$ cat config.mk
export PLATFORM = sky130hd
export DESIGN_NAME = sqrt_oddsub_flat
export DESIGN_NICKNAME = d
export VERILOG_FILES = /design/src/rtl/sqrt_oddsub_if.sv /design/src/rtl/sqrt_oddsub.sv /design/src/flat_wrapper.sv
export SDC_FILE = /design/constraint.sdc
export NUM_CORES = 1
export LEC_CHECK = 0
export ABC_AREA = 1
export ABC_CLOCK_PERIOD_IN_PS = 4150
export CAP_MARGIN = 20
export CORE_AREA = 2 2 92 138
export CTS_BUF_LIST = sky130_fd_sc_hd__clkbuf_8
export DETAILED_ROUTE_END_ITERATION = 7
export DIE_AREA = 0 0 94 140
export PLACE_DENSITY = 0.75
export SYNTH_ARGS = -nofsm -noshare
export SYNTH_HDL_FRONTEND = slang
export SYNTH_SLANG_ARGS = --single-unit
$ cat constraint.sdc
create_clock -name clk -period 4.15 [get_ports clk]
set_clock_uncertainty 0.05 [all_clocks]
set_input_delay 0.83 -clock clk [delete_from_list [all_inputs] [get_ports clk]]
set_output_delay 0.83 -clock clk [all_outputs]
set_load 0.05 [all_outputs]
$ cat src/rtl/sqrt_oddsub_if.sv
// Start/busy/done handshake bundle for the odd-subtraction square-root unit.
// The requester drives the master side and the root unit implements the slave side.
`timescale 1ns/1ps
interface sqrt_oddsub_if #(
  parameter int unsigned W = 32
) ();
  logic             start;
  logic [W-1:0]     a;
  logic             busy;
  logic             done;
  logic [W/2-1:0]   root;
  logic [W/2:0]     rem;

  modport master (
    output start,
    output a,
    input  busy,
    input  done,
    input  root,
    input  rem
  );

  modport slave (
    input  start,
    input  a,
    output busy,
    output done,
    output root,
    output rem
  );
endinterface

$ cat src/rtl/sqrt_oddsub.sv
// Integer square root by subtracting successive odd numbers 1, 3, 5, ... from the operand.
// The result is root = number of successful subtractions and rem = what is left over.
`timescale 1ns/1ps
module sqrt_oddsub #(
  parameter int unsigned W = 32
) (
  input  logic              clk,
  input  logic              rst,
  sqrt_oddsub_if.slave      bus
);
  localparam int unsigned HW = W / 2;

  typedef enum logic [0:0] {StIdle, StRun} state_e;

  state_e          state_q, state_d;
  logic [W-1:0]    r_q, r_d;
  logic [HW:0]     o_q, o_d;
  logic [HW-1:0]   c_q, c_d;
  logic [HW-1:0]   root_q, root_d;
  logic [HW:0]     rem_q, rem_d;
  logic            done_q, done_d;

  logic [W-1:0]    o_ext;
  logic            can_sub;

  assign o_ext   = W'(o_q);
  assign can_sub = (r_q >= o_ext);

  always_ff @(posedge clk or posedge rst) begin
    if (rst) begin
      state_q <= StIdle;
      r_q     <= '0;
      o_q     <= '0;
      c_q     <= '0;
      root_q  <= '0;
      rem_q   <= '0;
      done_q  <= 1'b0;
    end else begin
      state_q <= state_d;
      r_q     <= r_d;
      o_q     <= o_d;
      c_q     <= c_d;
      root_q  <= root_d;
      rem_q   <= rem_d;
      done_q  <= done_d;
    end
  end

  always_comb begin
    state_d = state_q;
    r_d     = r_q;
    o_d     = o_q;
    c_d     = c_q;
    root_d  = root_q;
    rem_d   = rem_q;
    done_d  = 1'b0;
    unique case (state_q)
      StIdle: begin
        if (bus.start) begin
          r_d     = bus.a;
          o_d     = (HW + 1)'(1);
          c_d     = '0;
          state_d = StRun;
        end
      end
      StRun: begin
        if (can_sub) begin
          r_d = r_q - o_ext;
          o_d = o_q + (HW + 1)'(2);
          c_d = c_q + HW'(1);
        end else begin
          // Residue is now below the odd term (<= 2*root+1), so it fits in HW+1 bits.
          root_d  = c_q;
          rem_d   = r_q[HW:0];
          done_d  = 1'b1;
          state_d = StIdle;
        end
      end
      default: state_d = StIdle;
    endcase
  end

  assign bus.busy = (state_q == StRun);
  assign bus.done = done_q;
  assign bus.root = root_q;
  assign bus.rem  = rem_q;

  a_done_not_busy: assert property (@(posedge clk) disable iff (rst) done_q |-> !bus.busy);
  a_odd_term:      assert property (@(posedge clk) disable iff (rst)
                                    (state_q == StRun) |-> o_q[0]);
  a_rem_range:     assert property (@(posedge clk) disable iff (rst)
                                    done_q |-> (rem_q <= {root_q, 1'b0}));
endmodule

$ cat src/flat_wrapper.sv
// flat-port wrapper written by rule: the top's interface ports become plain ports
module sqrt_oddsub_flat 
#(
  parameter int unsigned W = 32
)
  (clk, rst, bus_start, bus_a, bus_busy, bus_done, bus_root, bus_rem);
  sqrt_oddsub_if #(.W(W)) bus_i ();
  input  logic clk;
  input  logic rst;
  input wire logic [$bits(bus_i.start)-1:0] bus_start;
  input wire logic [$bits(bus_i.a)-1:0] bus_a;
  output wire logic [$bits(bus_i.busy)-1:0] bus_busy;
  output wire logic [$bits(bus_i.done)-1:0] bus_done;
  output wire logic [$bits(bus_i.root)-1:0] bus_root;
  output wire logic [$bits(bus_i.rem)-1:0] bus_rem;
  assign bus_i.start = bus_start;
  assign bus_i.a = bus_a;
  assign bus_busy = bus_i.busy;
  assign bus_done = bus_i.done;
  assign bus_root = bus_i.root;
  assign bus_rem = bus_i.rem;
  sqrt_oddsub #(.W(W)) u_core (.clk(clk), .rst(rst), .bus(bus_i));
endmodule
==> summary.md, run 1 <==
| Metric | Value |
|---|---|
| Crit-path cells | `ha_1 > fa_1 > inv_1 > nand2_1 > nand2_1 > nand3_1 > nand2_2 > nand2_1 > nand2_2 > nand2_4 > nand2_8 > nand2_8 > nand2_4 > buf_4 > o21ai_0` |
| Port Buffers | `69` |
| DR DRC count | `0` |
| Clk slew on worst S/H paths | `about 0.10 ns` |
| Max-slew violations | `0` |
| DRT antenna net count | `0` |
| Remaining global-route overflow | `0` |
| Vias in the first global route | `5897` |
| Ys async rst share | `1.00` |
| Max-Cap Viols | `0` |
| Area occupied by multi-input gates | `3320 µm²` |
| Via count | `5944` |
| CP Class | `flip-flop to flip-flop` |
| Setup TNS Final | `0 ns` |
| Syn_nets | `between 900 and 1k` |
| Register area share after synthesis | `0.390` |
| Post-synth top area cell | `dfrtp_1` |
| Post-CTS Hold Fix Bufs | `0` |
| Die area | `between 10000 and 15000 µm²` |
| Die Y | `140 µm` |
| Synth Flop Type | `dfrtp_1` |
| Clock buffer count from CTS | `9` |
| Number of synthesized flops with an enable pin | `0` |
| Drt total wl | `roughly 17000 µm` |
| Power Dens Cells | `about 640 nW/µm²` |
| Core area | `approximately 12000 µm²` |
| Synth area leaders | `dfrtp_1 (39%), nand2_1 (20%), inv_1 (6.8%)` |
| Syn Area/Cell | `around 7 µm²` |
| Largest stage delay on the critical path | `0.47 ns` |
| Slowest CP cell | `buf_4` |
| RSZ-0062 raised after global routing | `no` |
| Per-cell routed wire length | `between 10 and 15 µm` |
| Top cell type's share of synthesized area | `0.390` |
| Critical Path Source Type | `flip-flop` |
| Synth Instances | `~900` |
| Data required, critical path | `about 4.3 ns` |
| Final Hold Fails | `0` |
| FF+latch area | `between 2000 and 3000 µm²` |
| Row Count | `around 50` |
| Slew headroom | `0.447` |
| Clock Path Buffers | `2` |
| Ys Warns | `0` |
| 1st-iter DRT viols | `around 290` |
| CTS H-tree lvls | `3` |
| Peak supply drop | `between 0.3 and 0.4 mV` |
| DIE WIDTH | `approximately 94 µm` |
| Crit path top cell by count | `nand2_1` |
| DP Wirelength | `12400 µm` |
| Buf/Inv on CP | `2` |
| Drt via density | `slightly above 5` |
| CP delay by family, top | `simple AND/OR/NAND/NOR gates` |
| Tightest Pin Transition | `0.828 ns` |
| Setup WS post-layout | `about 1 ns` |
| Area growth, synth to finish | `15.7%` |
| Gpl congestion | `between 0.9 and 1` |
| Root Buffer Master | `clkbuf_8` |
| Share of layout cells above drive strength 1 | `0.0464` |
| Largest net degree at the start of global routing | `56` |
| Synthesized cell area | `~6400 µm²` |
| Clock sinks | `100` |
| Crit path max fanout | `slightly below 50` |
| Synth unique cells | `30` |
| Worst Hold Class | `flip-flop to flip-flop` |
| Initial antenna violation count | `0` |
| DP Worst Slack | `1.05 ns` |
| Setup crit end kind | `flip-flop` |
| Status | `complete, no violations` |
| Synth Register Bits | `100` |
| Arrival @ worst endpoint | `about 3.3 ns` |
| Resize count post-CTS | `0` |
| Total track usage | `0.270` |
| Pleak | `around 0.0036 µW` |
| # setup viols final | `0` |
| Fmax | `319 MHz` |
| CTS tree | `done` |
| Worst-Skew Late Latency | `0.38 ns` |
| Setup bufs post-CTS | `0` |
| Boundary pin count | `70` |
| Fill count | `around 1.1k` |
| Tcrit/Tclk final | `0.754` |
| Initial core utilization | `0.536` |
| Final min period | `around 3.1 ns` |
| NumNets Final | `~1.0k` |
| Global-route wire length before repair | `roughly 28000 µm` |
| Ant diodes | `0` |
| TritonRoute pass-1 iters | `6` |
[power by group]
| group | total (µW) | internal (µW) | switching, µW |
|---|---|---|---|
| combinational | 2570 | 916 | 1650 |
| sequential | 1520 | 1250 | 270 |
| clock | 629 | 246 | 383 |
| total | 4720 | 2410 | 2310 |
[logic make-up (layout without fill, tap and decap cells)]
family / after synthesis / count (layout) / share of synthesized area
xor gates and xnor gates: 31 / 31 / 0.0424
and+or+nand+nor: 522 / 522 / 0.342
AOI/OAI and AO/OA: 105 / 105 / 0.0933
adders and majority gates: 20 / 20 / 0.0402
DFF: 100 / 100 / 0.390
buffers and inverters: 148 / 213 / 0.0917
[flip-flops by register name, summed over array words and instances (netlist names)]
register         flops
u_core.bus.done      1
u_core.o_q          17
u_core.c_q          16
u_core.r_q          32
u_core.bus.root     16
u_core.bus.rem      17
u_core.bus.busy      1
[routing by layer]
layer | vias up | routed length, µm | track usage | share of wire
li1 | 3021 | - | - | -
met1 | 2720 | 6330 | 0.300 | 0.38
met2 | 151 | 9030 | 0.505 | 0.55
met3 | 52 | 514 | 0.0312 | 0.031
met4 | 0 | 659 | 0.119 | 0.040
met5 | - | 0 | 0 | 0
[synthesized netlist by cell type, drive strengths merged (7+ instances only)]
library cell,count
a21oi,12
buf,16
clkbuf,10
dfrtp,100
ha,19
inv,121
nand2,356
nand3,58
nand4,7
nor2,68
nor3,19
o21a,19
o21ai,55
o22ai,15
or2,7
xor2,26
[cell type report]
| cell class | count | area share |
|---|---|---|
| clock inverters | 6 | 0.00759 |
| well taps | 153 | 0.0258 |
| inverters | 122 | 0.0621 |
| flip-flops and latches | 100 | 0.337 |
| repair buffers | 75 | 0.101 |
| clock buffers | 10 | 0.0186 |
| multi-input cells | 678 | 0.448 |
[metrics by stage]
| stage | std cells | cell area, µm² | utilization | power (µW) | hold WS (ns) |
|---|---|---|---|---|---|
| floorplan | 926 | 6410 | - | 3430 | 0.397 |
| global placement | 1128 | 7220 | 0.604 | 4010 | 0.406 |
| detailed placement | 1128 | 7220 | 0.604 | 4050 | 0.429 |
| CTS | 1144 | 7420 | 0.620 | 4690 | 0.453 |
| global route | 1144 | 7420 | 0.620 | 5190 | 0.472 |
| finish | 1144 | 7420 | 0.620 | 4720 | 0.445 |
[final timing paths]
| check | start | end | slack (ns) | cells after the start |
|---|---|---|---|---|
| setup / recovery | u_core.o_q[0] | u_core.r_q[6] | 1.02 | 15 |
| hold / removal | u_core.bus.root[5] | u_core.bus.root[5] | 0.45 | 1 |
| setup reg to reg | u_core.o_q[0] | u_core.r_q[6] | 1.02 | 15 |
| hold reg to reg | u_core.bus.root[5] | u_core.bus.root[5] | 0.45 | 1 |
| max in group asynchronous | rst | u_core.r_q[11] | 2.46 | 3 |
| min in group asynchronous | rst | u_core.bus.root[0] | 0.86 | 2 |
[placed cells by master, fill, tap and decap left out]
cell / count
a21boi_0: 1
a21oi_1: 12
a31oi_1: 3
and2_1: 2
buf_12: 1
buf_4: 5
clkbuf_8: 10
clkdlybuf4s50_1: 69
clkinv_1: 1
clkinv_4: 3
clkinvlp_4: 1
dfrtp_1: 100
fa_1: 1
ha_1: 19
inv_1: 115
inv_2: 5
inv_4: 1
inv_8: 2
nand2_1: 348
nand2_2: 4
nand2_4: 2
nand2_8: 2
nand3_1: 58
nand3b_1: 3
nand4_1: 7
nor2_1: 65
nor2_4: 3
nor3_1: 19
nor4_1: 2
o21a_1: 19
o21ai_0: 55
o22ai_1: 15
or2_2: 7
xnor2_1: 5
xor2_1: 26
Power figures use the tool's default switching activity.
==> run 2, diff against run 1 <==
- ABC_CLOCK_PERIOD_IN_PS: 4150 -> 2900
- clock period: 4.15 -> 2.9 ns (I/O delays scaled with it)
==> summary.md, run 2 (synthesis gave the netlist of run 1 again) <==
| Metric | Value |
|---|---|
| Initial core utilization | `0.536 (unchanged)` |
| Gpl congestion | `1.00 (+0.15%)` |
| Drt via density | `5.24 (+0.86%)` |
| Clock Path Buffers | `2 (unchanged)` |
| Core area | `12000 µm² (unchanged)` |
| Data required, critical path | `3.09 ns (-1.25 ns)` |
| Port Buffers | `69 (unchanged)` |
| Clk slew on worst S/H paths | `0.11 ns (about the same)` |
| Post-CTS Hold Fix Bufs | `0 (unchanged)` |
| Area growth, synth to finish | `16.4%` |
| Peak supply drop | `0.507 mV (+48%)` |
| Tcrit/Tclk final | `0.910 (+0.156)` |
| # setup viols final | `0 (unchanged)` |
| Final min period | `2.64 ns (-0.490 ns)` |
| Most common cell after layout, fill and taps aside | `nand2_1` |
| Critical Path Source Type | `flip-flop` |
| Placed Cells incl. Taps | `1132 (+0.35%)` |
| Setup WS post-layout | `0.260 ns (-0.760 ns)` |
| RSZ-0062 raised after global routing | `no` |
| Per-cell routed wire length | `14.4 µm (-0.42%)` |
| Die Y | `140 µm (unchanged)` |
| Via count | `6011 (+1.1%)` |
| Max-Cap Viols | `0 (unchanged)` |
| DP Worst Slack | `0.301 ns (-0.748 ns)` |
| Worst-Skew Late Latency | `0.39 ns (about the same)` |
| CTS tree | `done` |
| Most frequent cells in the layout | `nand2_1 (348), inv_1 (115), dfrtp_1 (100), clkdlybuf4s50_1 (68), nor2_1 (65)` |
| TritonRoute pass-1 iters | `7 (+1)` |
| Share of layout cells above drive strength 1 | `0.0503 (+0.00388)` |
| Total track usage | `0.263 (-0.00712)` |
| DP Wirelength | `12300 µm (-0.35%)` |
| Clock buffer count from CTS | `9 (unchanged)` |
| Setup bufs post-CTS | `0 (unchanged)` |
| Hold path start | `u_core.bus.root[5]` |
| Boundary pin count | `70 (unchanged)` |
| Worst r2r src | `u_core.o_q[0]` |
| Final Hold Fails | `0 (unchanged)` |
| Slew headroom | `0.601 (+0.154)` |
| Fmax | `379 MHz (+19%)` |
| Largest register FFs | `32 (unchanged)` |
| Die area | `13200 µm² (unchanged)` |
| Final non-filler cell total | `1147 (+0.26%)` |
| Ant diodes | `0 (unchanged)` |
| Drt total wl | `16500 µm (-0.16%)` |
| Worst Hold Class | `flip-flop to flip-flop` |
| Pleak | `0.00362 µW (+0.74%)` |
| NumNets Final | `1045 (+0.38%)` |
| DIE WIDTH | `94 µm (unchanged)` |
| Status | `complete, no violations` |
| Row Count | `49 (unchanged)` |
| Crit path max fanout | `29 (-41%)` |
| Final core occ | `0.624 (+0.00387)` |
| CP startpoint | `u_core.o_q[0]` |
| CTS H-tree lvls | `3 (unchanged)` |
| Largest net degree at the start of global routing | `101 (+80%)` |
| DR DRC count | `0 (unchanged)` |
| Arrival @ worst endpoint | `2.83 ns (-0.50 ns)` |
| Resize count post-CTS | `0 (unchanged)` |
| Setup crit end kind | `flip-flop` |
| DRT antenna net count | `0 (unchanged)` |
| Power Dens Cells | `909 nW/µm² (+43%)` |
| Tightest Pin Transition | `0.593 ns (-0.234 ns)` |
| Root Buffer Master | `clkbuf_8` |
| Global-route wire length before repair | `27300 µm (-2.6%)` |
| CP Class | `flip-flop to flip-flop` |
| Max-slew violations | `0 (unchanged)` |
| Vias in the first global route | `5792 (-1.8%)` |
| Clock sinks | `100 (unchanged)` |
| Top reg by flops | `u_core.r_q` |
| Setup TNS Final | `0 ns (unchanged)` |
| Initial antenna violation count | `0 (unchanged)` |
| Remaining global-route overflow | `0 (unchanged)` |
| 1st-iter DRT viols | `256 (-12%)` |
-- run 2: area by class of cell --
type                       count  area, µm²
multi-input combinational    678       3320
sequential                   100       2500
clock inverter                 6       62.6
clock buffer                   9        124
fill                        1146       4490
tap                          153        191
timing repair buffer          79        801
inverter                     122        462
-- run 2: power by group --
group          total (µW)  internal (µW)  switching (µW)  leakage, µW
clock                 923            397             526    0.0000996
sequential           2180           1790             387      0.00122
combinational        3680           1320            2370      0.00230
-- run 2: layer usage --
metal	part of all wire	vias to the layer above	GRT usage
met1	0.39	2822	0.294
met2	0.54	127	0.482
met4	0.041	0	0.121
met5	0	-	0
met3	0.023	43	0.0377
li1	-	3019	-
-- run 2: worst paths after layout --
| path | to | slack, ns | cells past startpoint |
|---|---|---|---|
| setup reg to reg | u_core.o_q[5] | 0.26 | 16 |
| hold / removal | u_core.bus.root[5] | 0.44 | 1 |
| max in group asynchronous | u_core.c_q[4] | 1.73 | 3 |
| min in group asynchronous | u_core.bus.done | 0.65 | 3 |
| setup / recovery | u_core.o_q[5] | 0.26 | 16 |
| hold reg to reg | u_core.bus.root[5] | 0.44 | 1 |
-- run 2: metrics by stage --
step / instance area [µm²] / total power (µW) / hold WS, ns
after floorplan: 6410 / 4910 / 0.397
after global placement: 7280 / 5770 / 0.407
after detailed placement: 7280 / 5840 / 0.429
after CTS: 7460 / 6770 / 0.450
after global routing: 7460 / 7430 / 0.461
final: 7460 / 6780 / 0.444
-- run 2: critical path, stage by stage (launching register included) --
cell,delay (ns)
dfrtp_1,0.41
ha_1,0.23
fa_1,0.41
inv_1,0.11
nand2_1,0.06
nand2_1,0.09
nand3_1,0.08
nand2_2,0.11
nand2_1,0.07
nand2_2,0.09
nand2_4,0.08
nand2_8,0.09
nand2_8,0.05
nand2_4,0.13
inv_2,0.24
nand2_1,0.11
o21ai_0,0.09
